<file path="src/rtl/ahb_pkg.sv">
// ---------------------------------------------------------------------------
// ahb_pkg
// Shared AHB-Lite encodings (HTRANS, HBURST, HSIZE, HRESP) and the slave
// state type used by ahb_slave_mr and its address decoder.
// ---------------------------------------------------------------------------
package ahb_pkg;

    localparam logic [1:0] HTRANS_IDLE   = 2'b00;
    localparam logic [1:0] HTRANS_BUSY   = 2'b01;
    localparam logic [1:0] HTRANS_NONSEQ = 2'b10;
    localparam logic [1:0] HTRANS_SEQ    = 2'b11;

    localparam logic [2:0] HBURST_SINGLE = 3'b000;
    localparam logic [2:0] HBURST_INCR   = 3'b001;
    localparam logic [2:0] HBURST_WRAP4  = 3'b010;
    localparam logic [2:0] HBURST_INCR4  = 3'b011;

    localparam logic [2:0] HSIZE_BYTE    = 3'b000;
    localparam logic [2:0] HSIZE_HALF    = 3'b001;
    localparam logic [2:0] HSIZE_WORD    = 3'b010;
    localparam logic [2:0] HSIZE_DWORD   = 3'b011;

    localparam logic       HRESP_OKAY    = 1'b0;
    localparam logic       HRESP_ERROR   = 1'b1;

    localparam logic [4:0] BEAT_MAX      = 5'd31;

    typedef enum logic [1:0] {
        ST_IDLE = 2'd0,
        ST_DATA = 2'd1,
        ST_ERR1 = 2'd2,
        ST_ERR2 = 2'd3
    } state_t;

endpackage

</file>
<file path="src/rtl/ahb_addr_decode.sv">
// ---------------------------------------------------------------------------
// ahb_addr_decode
// Combinational address-phase checks: region match (lowest index wins),
// alignment to 2^size, transfer size against bus width, byte strobes.
// Ports:
//   addr_i   : address-phase HADDR
//   size_i   : address-phase HSIZE
//   valid_o  : address hits a region, is aligned and size fits the bus
//   region_o : index of the lowest matching region (0 when none)
//   strb_o   : byte-lane strobes for the transfer
// ---------------------------------------------------------------------------
module ahb_addr_decode #(
    parameter int                       DATA_WIDTH  = 32,
    parameter int                       NUM_REGIONS = 2,
    parameter logic [NUM_REGIONS*32-1:0] REGION_BASE = {32'h0000_0400, 32'h0000_0000},
    parameter logic [NUM_REGIONS*32-1:0] REGION_SIZE = {32'd1024, 32'd1024}
) (
    input  logic [31:0]             addr_i,
    input  logic [2:0]              size_i,
    output logic                    valid_o,
    output logic [1:0]              region_o,
    output logic [DATA_WIDTH/8-1:0] strb_o
);

    localparam int STRB_W = DATA_WIDTH / 8;
    localparam int LANE_W = $clog2(STRB_W);

    logic [NUM_REGIONS-1:0] hit;
    logic                   any_hit;
    logic [7:0]             nbytes;
    logic [7:0]             lane;
    logic                   aligned;
    logic                   size_ok;

    genvar gi;
    generate
        for (gi = 0; gi < NUM_REGIONS; gi++) begin : g_region
            logic [31:0] base;
            logic [31:0] span;
            assign base = REGION_BASE[32*gi +: 32];
            assign span = REGION_SIZE[32*gi +: 32];
            // Offset compare avoids overflow of base+size at the top of memory.
            assign hit[gi] = (addr_i >= base) && ((addr_i - base) < span);
        end
    endgenerate

    always_comb begin
        region_o = 2'd0;
        any_hit  = 1'b0;
        // Walk downwards so the lowest matching index is the last to write.
        for (int i = NUM_REGIONS - 1; i >= 0; i--) begin
            if (hit[i]) begin
                region_o = 2'(i);
                any_hit  = 1'b1;
            end
        end
    end

    assign nbytes  = 8'd1 << size_i;
    assign aligned = ((addr_i[7:0] & (nbytes - 8'd1)) == 8'd0);
    assign size_ok = (size_i <= 3'(LANE_W));
    assign lane    = 8'(addr_i[LANE_W-1:0]);
    assign valid_o = any_hit & aligned & size_ok;

    generate
        for (gi = 0; gi < STRB_W; gi++) begin : g_strb
            assign strb_o[gi] = (8'(gi) >= lane) && (8'(gi) < (lane + nbytes));
        end
    endgenerate

endmodule

</file>
<file path="src/rtl/ahb_slave_mr.sv">
// ---------------------------------------------------------------------------
// ahb_slave_mr
// AHB-Lite slave with NUM_REGIONS decoded address windows that forwards each
// data-phase beat to a simple backend (be_*), with wait and abort support
// and the two-cycle AHB ERROR response.
// Ports:
//   HCLK/HRESET           : clock, asynchronous active-high reset
//   HSEL..HWDATA          : AHB-Lite slave inputs
//   HRDATA/HREADYOUT/HRESP: AHB-Lite slave outputs
//   be_req..be_region     : backend beat request (valid in DATA state)
//   be_wait/be_err/be_rdata: backend stall, abort, read data
//   beat_count            : beat index within the current burst
// ---------------------------------------------------------------------------
module ahb_slave_mr
    import ahb_pkg::*;
#(
    parameter int                        DATA_WIDTH  = 32,
    parameter int                        NUM_REGIONS = 2,
    parameter logic [NUM_REGIONS*32-1:0] REGION_BASE = {32'h0000_0400, 32'h0000_0000},
    parameter logic [NUM_REGIONS*32-1:0] REGION_SIZE = {32'd1024, 32'd1024}
) (
    input  logic                    HCLK,
    input  logic                    HRESET,
    input  logic                    HSEL,
    input  logic                    HREADY,
    input  logic                    HWRITE,
    input  logic [31:0]             HADDR,
    input  logic [1:0]              HTRANS,
    input  logic [2:0]              HSIZE,
    input  logic [2:0]              HBURST,
    input  logic [DATA_WIDTH-1:0]   HWDATA,
    output logic [DATA_WIDTH-1:0]   HRDATA,
    output logic                    HREADYOUT,
    output logic                    HRESP,
    output logic                    be_req,
    output logic                    be_write,
    output logic [31:0]             be_addr,
    output logic [DATA_WIDTH/8-1:0] be_strb,
    output logic [DATA_WIDTH-1:0]   be_wdata,
    output logic [1:0]              be_region,
    input  logic                    be_wait,
    input  logic                    be_err,
    input  logic [DATA_WIDTH-1:0]   be_rdata,
    output logic [4:0]              beat_count
);

    localparam int STRB_W = DATA_WIDTH / 8;

    state_t              state_q, state_d;
    logic [31:0]         addr_q;
    logic                write_q;
    logic [STRB_W-1:0]   strb_q;
    logic [1:0]          region_q;
    logic [4:0]          beat_q;
    logic                burst_q;   // a NONSEQ has started the current burst

    logic                dec_valid;
    logic [1:0]          dec_region;
    logic [STRB_W-1:0]   dec_strb;
    logic                ready_out;
    logic                accept;
    logic                is_seq;
    logic                phase_ok;
    logic                unused_hburst;

    ahb_addr_decode #(
        .DATA_WIDTH  (DATA_WIDTH),
        .NUM_REGIONS (NUM_REGIONS),
        .REGION_BASE (REGION_BASE),
        .REGION_SIZE (REGION_SIZE)
    ) u_decode (
        .addr_i   (HADDR),
        .size_i   (HSIZE),
        .valid_o  (dec_valid),
        .region_o (dec_region),
        .strb_o   (dec_strb)
    );

    // Burst type does not change how beats are served.
    assign unused_hburst = ^HBURST;

    assign is_seq   = (HTRANS == HTRANS_SEQ);
    // An orphan SEQ (no NONSEQ since reset/error) is rejected like a bad address.
    assign phase_ok = dec_valid & ~(is_seq & ~burst_q);
    assign accept   = ready_out & HSEL & HREADY & HTRANS[1];

    always_comb begin
        ready_out = 1'b1;
        HRESP     = HRESP_OKAY;
        state_d   = state_q;
        case (state_q)
            ST_DATA: begin
                // An abort must not look like a completed beat to the master.
                ready_out = ~be_wait & ~be_err;
                if (be_err) begin
                    state_d = ST_ERR1;
                end else if (!be_wait) begin
                    state_d = accept ? (phase_ok ? ST_DATA : ST_ERR1) : ST_IDLE;
                end
            end
            ST_ERR1: begin
                ready_out = 1'b0;
                HRESP     = HRESP_ERROR;
                state_d   = ST_ERR2;
            end
            ST_ERR2: begin
                HRESP   = HRESP_ERROR;
                state_d = accept ? (phase_ok ? ST_DATA : ST_ERR1) : ST_IDLE;
            end
            default: begin
                state_d = accept ? (phase_ok ? ST_DATA : ST_ERR1) : ST_IDLE;
            end
        endcase
    end

    always_ff @(posedge HCLK or posedge HRESET) begin
        if (HRESET) begin
            state_q  <= ST_IDLE;
            addr_q   <= '0;
            write_q  <= 1'b0;
            strb_q   <= '0;
            region_q <= '0;
            beat_q   <= '0;
            burst_q  <= 1'b0;
        end else begin
            state_q <= state_d;
            if (accept) begin
                addr_q   <= HADDR;
                write_q  <= HWRITE;
                strb_q   <= phase_ok ? dec_strb : '0;
                region_q <= dec_region;
                if (!is_seq) begin
                    beat_q <= 5'd1;
                end else if (beat_q != BEAT_MAX) begin
                    beat_q <= beat_q + 5'd1;
                end
            end
            if (state_d == ST_ERR1) begin
                burst_q <= 1'b0;
            end else if (accept && !is_seq) begin
                burst_q <= 1'b1;
            end
        end
    end

    assign HREADYOUT  = ready_out;
    assign be_req     = (state_q == ST_DATA);
    assign be_write   = write_q;
    assign be_addr    = addr_q;
    assign be_strb    = strb_q;
    assign be_region  = region_q;
    assign be_wdata   = HWDATA;
    assign HRDATA     = (state_q == ST_DATA) ? be_rdata : '0;
    assign beat_count = beat_q;

endmodule

</file>
<file path="config.mk">
export PLATFORM = sky130hd
export DESIGN_NAME = ahb_slave_mr
export DESIGN_NICKNAME = d
export VERILOG_FILES = /design/src/rtl/ahb_pkg.sv /design/src/rtl/ahb_addr_decode.sv /design/src/rtl/ahb_slave_mr.sv
export SDC_FILE = /design/constraint.sdc
export NUM_CORES = 1
export LEC_CHECK = 0
export ABC_AREA = 0
export CAP_MARGIN = 10
export CORE_ASPECT_RATIO = 1.2
export CORE_MARGIN = 2
export CORE_UTILIZATION = 35
export DETAILED_ROUTE_END_ITERATION = 16
export PLACE_DENSITY = 0.84
export SYNTH_ARGS = -nofsm -noshare
export SYNTH_HDL_FRONTEND = slang
export SYNTH_SLANG_ARGS = --single-unit
</file>
<file path="constraint.sdc">
create_clock -name HCLK -period 2.7 [get_ports HCLK]
set_input_delay 0.54 -clock HCLK [delete_from_list [all_inputs] [get_ports HCLK]]
set_output_delay 0.54 -clock HCLK [all_outputs]
set_load 0.005 [all_outputs]
</file>
==> flow_summary_export.csv <==
group,metric,value,unit
clock_tree,htree_levels,2,
global_route,grt_pass1_wl,11.5,mm
power,comb_power_share,33.0,%
clock_tree,cts_buffers,5,
layout,multi_input_area,1180,um^2
routing,postRouteAntennaNets,0,
setup_path,crit_required,2.16,ns
worst_hold_path,min_from,"be_region[0]",
yosys,ys_seq_area_share,43.3,%
yosys,ys_warn_count,0,
placement,portBuffers,153,
global_route,grt_max_degree,40,
floorplanning,initial_core_util,36.3,%
yosys,synth_nets,361,
setup_path,end_kind,"output port",
placement,dp_hpwl,6.04,mm
timing,worst_slew_pin_slew,0.822,ns
yosys,synth_compound_area_share,7.25,%
timing,whs,0.485,ns
clock_tree,cts_tree,"done",
layout,seqCellArea,1150,um^2
floorplanning,dieHeight,99.5,um
yosys,synth_top_family_by_area,"simple AND/OR/NAND/NOR gates",
yosys,syn_area,2660,um^2
placement,place_congestion,0.851,
yosys,syn-mean-instance-area,11.0,um^2
layout,mostFrequentLayoutCells,"clkdlybuf4s50_1 (153), dfrtp_1 (46), and2_1 (34), mux2_2 (25), buf_4 (12)",
run,drv_cap,0,
clock_tree,clk_pin_slew_worst_paths,0.10,ns
global_route,track_usage,17.4,%
timing,finalClockSkew,0.00732,ns
clock_tree,cts_sinks,46,
layout,nFillCells,610,
layout,nNetsFinal,492,
yosys,synthXorXnorAreaFrac,0,%
yosys,synthMuxAreaShare,14.9,%
floorplanning,core_area,7320,um^2
floorplanning,die_w,83.6,um
routing,drtIter0Drc,82,
timing,fin_crit,2.57,ns
clock_tree,postCtsHoldBufs,0,
setup_path,path_cells,"inv_1, ha_4, nor3b_4, or2_2, clkdlybuf4s50_1",
setup_path,crit_slowest_cell,"clkdlybuf4s50_1",
floorplanning,dieArea,8310,um^2
timing,timing.final.hold_violations,0,
layout,layout-drive-gt1-share,16.6,%
power,seq_power_share,45.2,%
floorplanning,ios,222,
setup_path,path_class,"reg -> out",
power,design_power_total,1.97,mW
setup_path,crit_path_start,"state_q[1]",
routing,drc,0,
clock_tree,post_cts_buffers,0,
yosys,synth_cells,241,
global_route,antenna_found_initial,0,
routing,routed-via-count,2216,
yosys,synth-edff-count,0,
global_route,grt_pass1_vias,2393,
setup_path,worst-path-buf-inv,2,
power,power_density,468,nW/um^2
power,vdd_drop_max,0.282,mV
setup_path,critPathMaxStageDelay,0.51,ns
worst_hold_path,hold_path.class,"reg -> reg",
power,power_switching_share,25.7,%
layout,layout_commonest_cell,"clkdlybuf4s50_1",
clock_tree,cts_resized,1,
outcome,status,"finished clean",
setup_path,critPathTopFamily,"buffers and inverters",
power,p_int,1.47,mW
routing,wl_per_cell,16.0,um
setup_path,r2r_start,"state_q[1]",
power,power_frac_clock,21.8,%
yosys,synthArstFlopShare,100,%
power,p_sw,0.507,mW
global_route,grt_overflow_total,0,
timing,rsz0062_at_grt,"false",
clock_tree,clk_path_buf_depth,2,
clock_tree,clk_latency,0.30,ns
yosys,synthDistinctLibCells,43,
floorplanning,num_rows,34,
timing,setup_viol,0,
timing,max_freq,390,MHz
clock_tree,root_buffer,"clkbuf_8",
layout,diodes,0,
routing,viasPerCell,4.79,
setup_path,worstPathMaxFanout,13,
yosys,ys_ff_latch,46,
routing,first_pass_iters,4,
timing,finalMaxSlewViolations,0,
setup_path,cp_data_arrival_time,2.03,ns
yosys,synth_fa_ha_area_share,4.52,%
routing,wirelength,7.39,mm
timing,slew_headroom,45.1,%
yosys,synth-main-ff-cell,"dfrtp_1",
power,cellLeakagePower,1.80,nW
timing,min_period_over_period,95.0,%
layout,syn_to_final_growth,58.7,%
setup_path,cp-start-kind,"flip-flop",
yosys,synth-simple-area-share,16.8,%
-- power by group through the flow --
stage,Clock (mW),Combinational [mW],Sequential [mW]
after floorplan,0,0.243,0.912
after global placement,0,0.645,0.900
after detailed placement,0,0.657,0.907
after CTS,0.452,0.659,0.893
after global routing,0.471,0.699,0.910
final,0.431,0.651,0.892
-- sequential cells by signal, indices dropped and copies added (netlist names) --
name / cells
be_write: 1
be_strb: 4
beat_count: 5
burst_q: 1
state_q: 2
be_addr: 32
be_region: 1
-- synth_stat cells, types with 4 or more instances --
| master | count | share of area [%] |
|---|---|---|
| a22o_1 | 4 | 1.3 |
| dfrtp_1 | 46 | 43 |
| ha_1 | 8 | 3.8 |
| and2_1 | 34 | 8.0 |
| inv_1 | 10 | 1.4 |
| nand2_1 | 8 | 1.1 |
| mux2_4 | 7 | 4.0 |
| mux2_2 | 25 | 11 |
| nor4_1 | 5 | 1.2 |
| o31ai_1 | 4 | 1.1 |
| o21ai_0 | 8 | 1.5 |
| buf_4 | 34 | 9.6 |
-- worst min-delay path: stages (launching register included) --
cell     delay [ns]
dfrtp_1        0.35
nand2_1        0.04
o21ai_0        0.06
-- logic make-up (layout without fill, tap and decap cells) --
logic type | after synthesis | in the layout
and+or+nand+nor | 72 | 72
AOI/OAI and AO/OA | 28 | 28
other | 1 | 1
buffers and inverters | 52 | 184
adders and majority gates | 9 | 9
DFF | 46 | 46
muxes | 33 | 33
-- area by class of cell --
class	count	area share (%)
inverters	10	0.889
clock buffers	5	1.63
clock inverters	3	0.563
flip-flops and latches	46	27.3
well taps	90	2.67
multi-input cells	143	28.1
repair buffers	166	38.9
-- layer usage --
metal,GRT usage [%],share of wire [%],vias up
li1,-,-,1052
met1,18.7,34,1013
met2,30.8,51,139
met3,6.80,13,12
met4,6.45,1.8,0
met5,0,0,-
-- through the flow --
step | std cells | utilization, % | worst slack (ns) | instance area (um^2) | TNS, ns
4_1_cts | 463 | 57.5 | 0.0442 | 4210 | 0
5_1_grt | 463 | 57.7 | 0.00872 | 4220 | 0
6_report | 463 | 57.7 | 0.134 | 4220 | 0
3_5_place_dp | 455 | 56.2 | -0.181 | 4110 | -0.410
3_3_place_gp | 455 | 56.2 | -0.131 | 4110 | -0.237
2_1_floorplan | 241 | - | 0.331 | 2660 | 0
-- path summary, 6_finish.rpt --
check	to	slack (ns)	cells after the start
worst max-delay path	HREADYOUT	0.13	5
worst min-delay path	be_region[0]	0.49	2
worst max register to register	be_addr[23]	0.70	6
worst min register to register	be_region[0]	0.49	2
max in group asynchronous	be_addr[18]	1.38	3
min in group asynchronous	be_addr[6]	0.72	2
No activity file was read; power rests on OpenSTA's default activity.
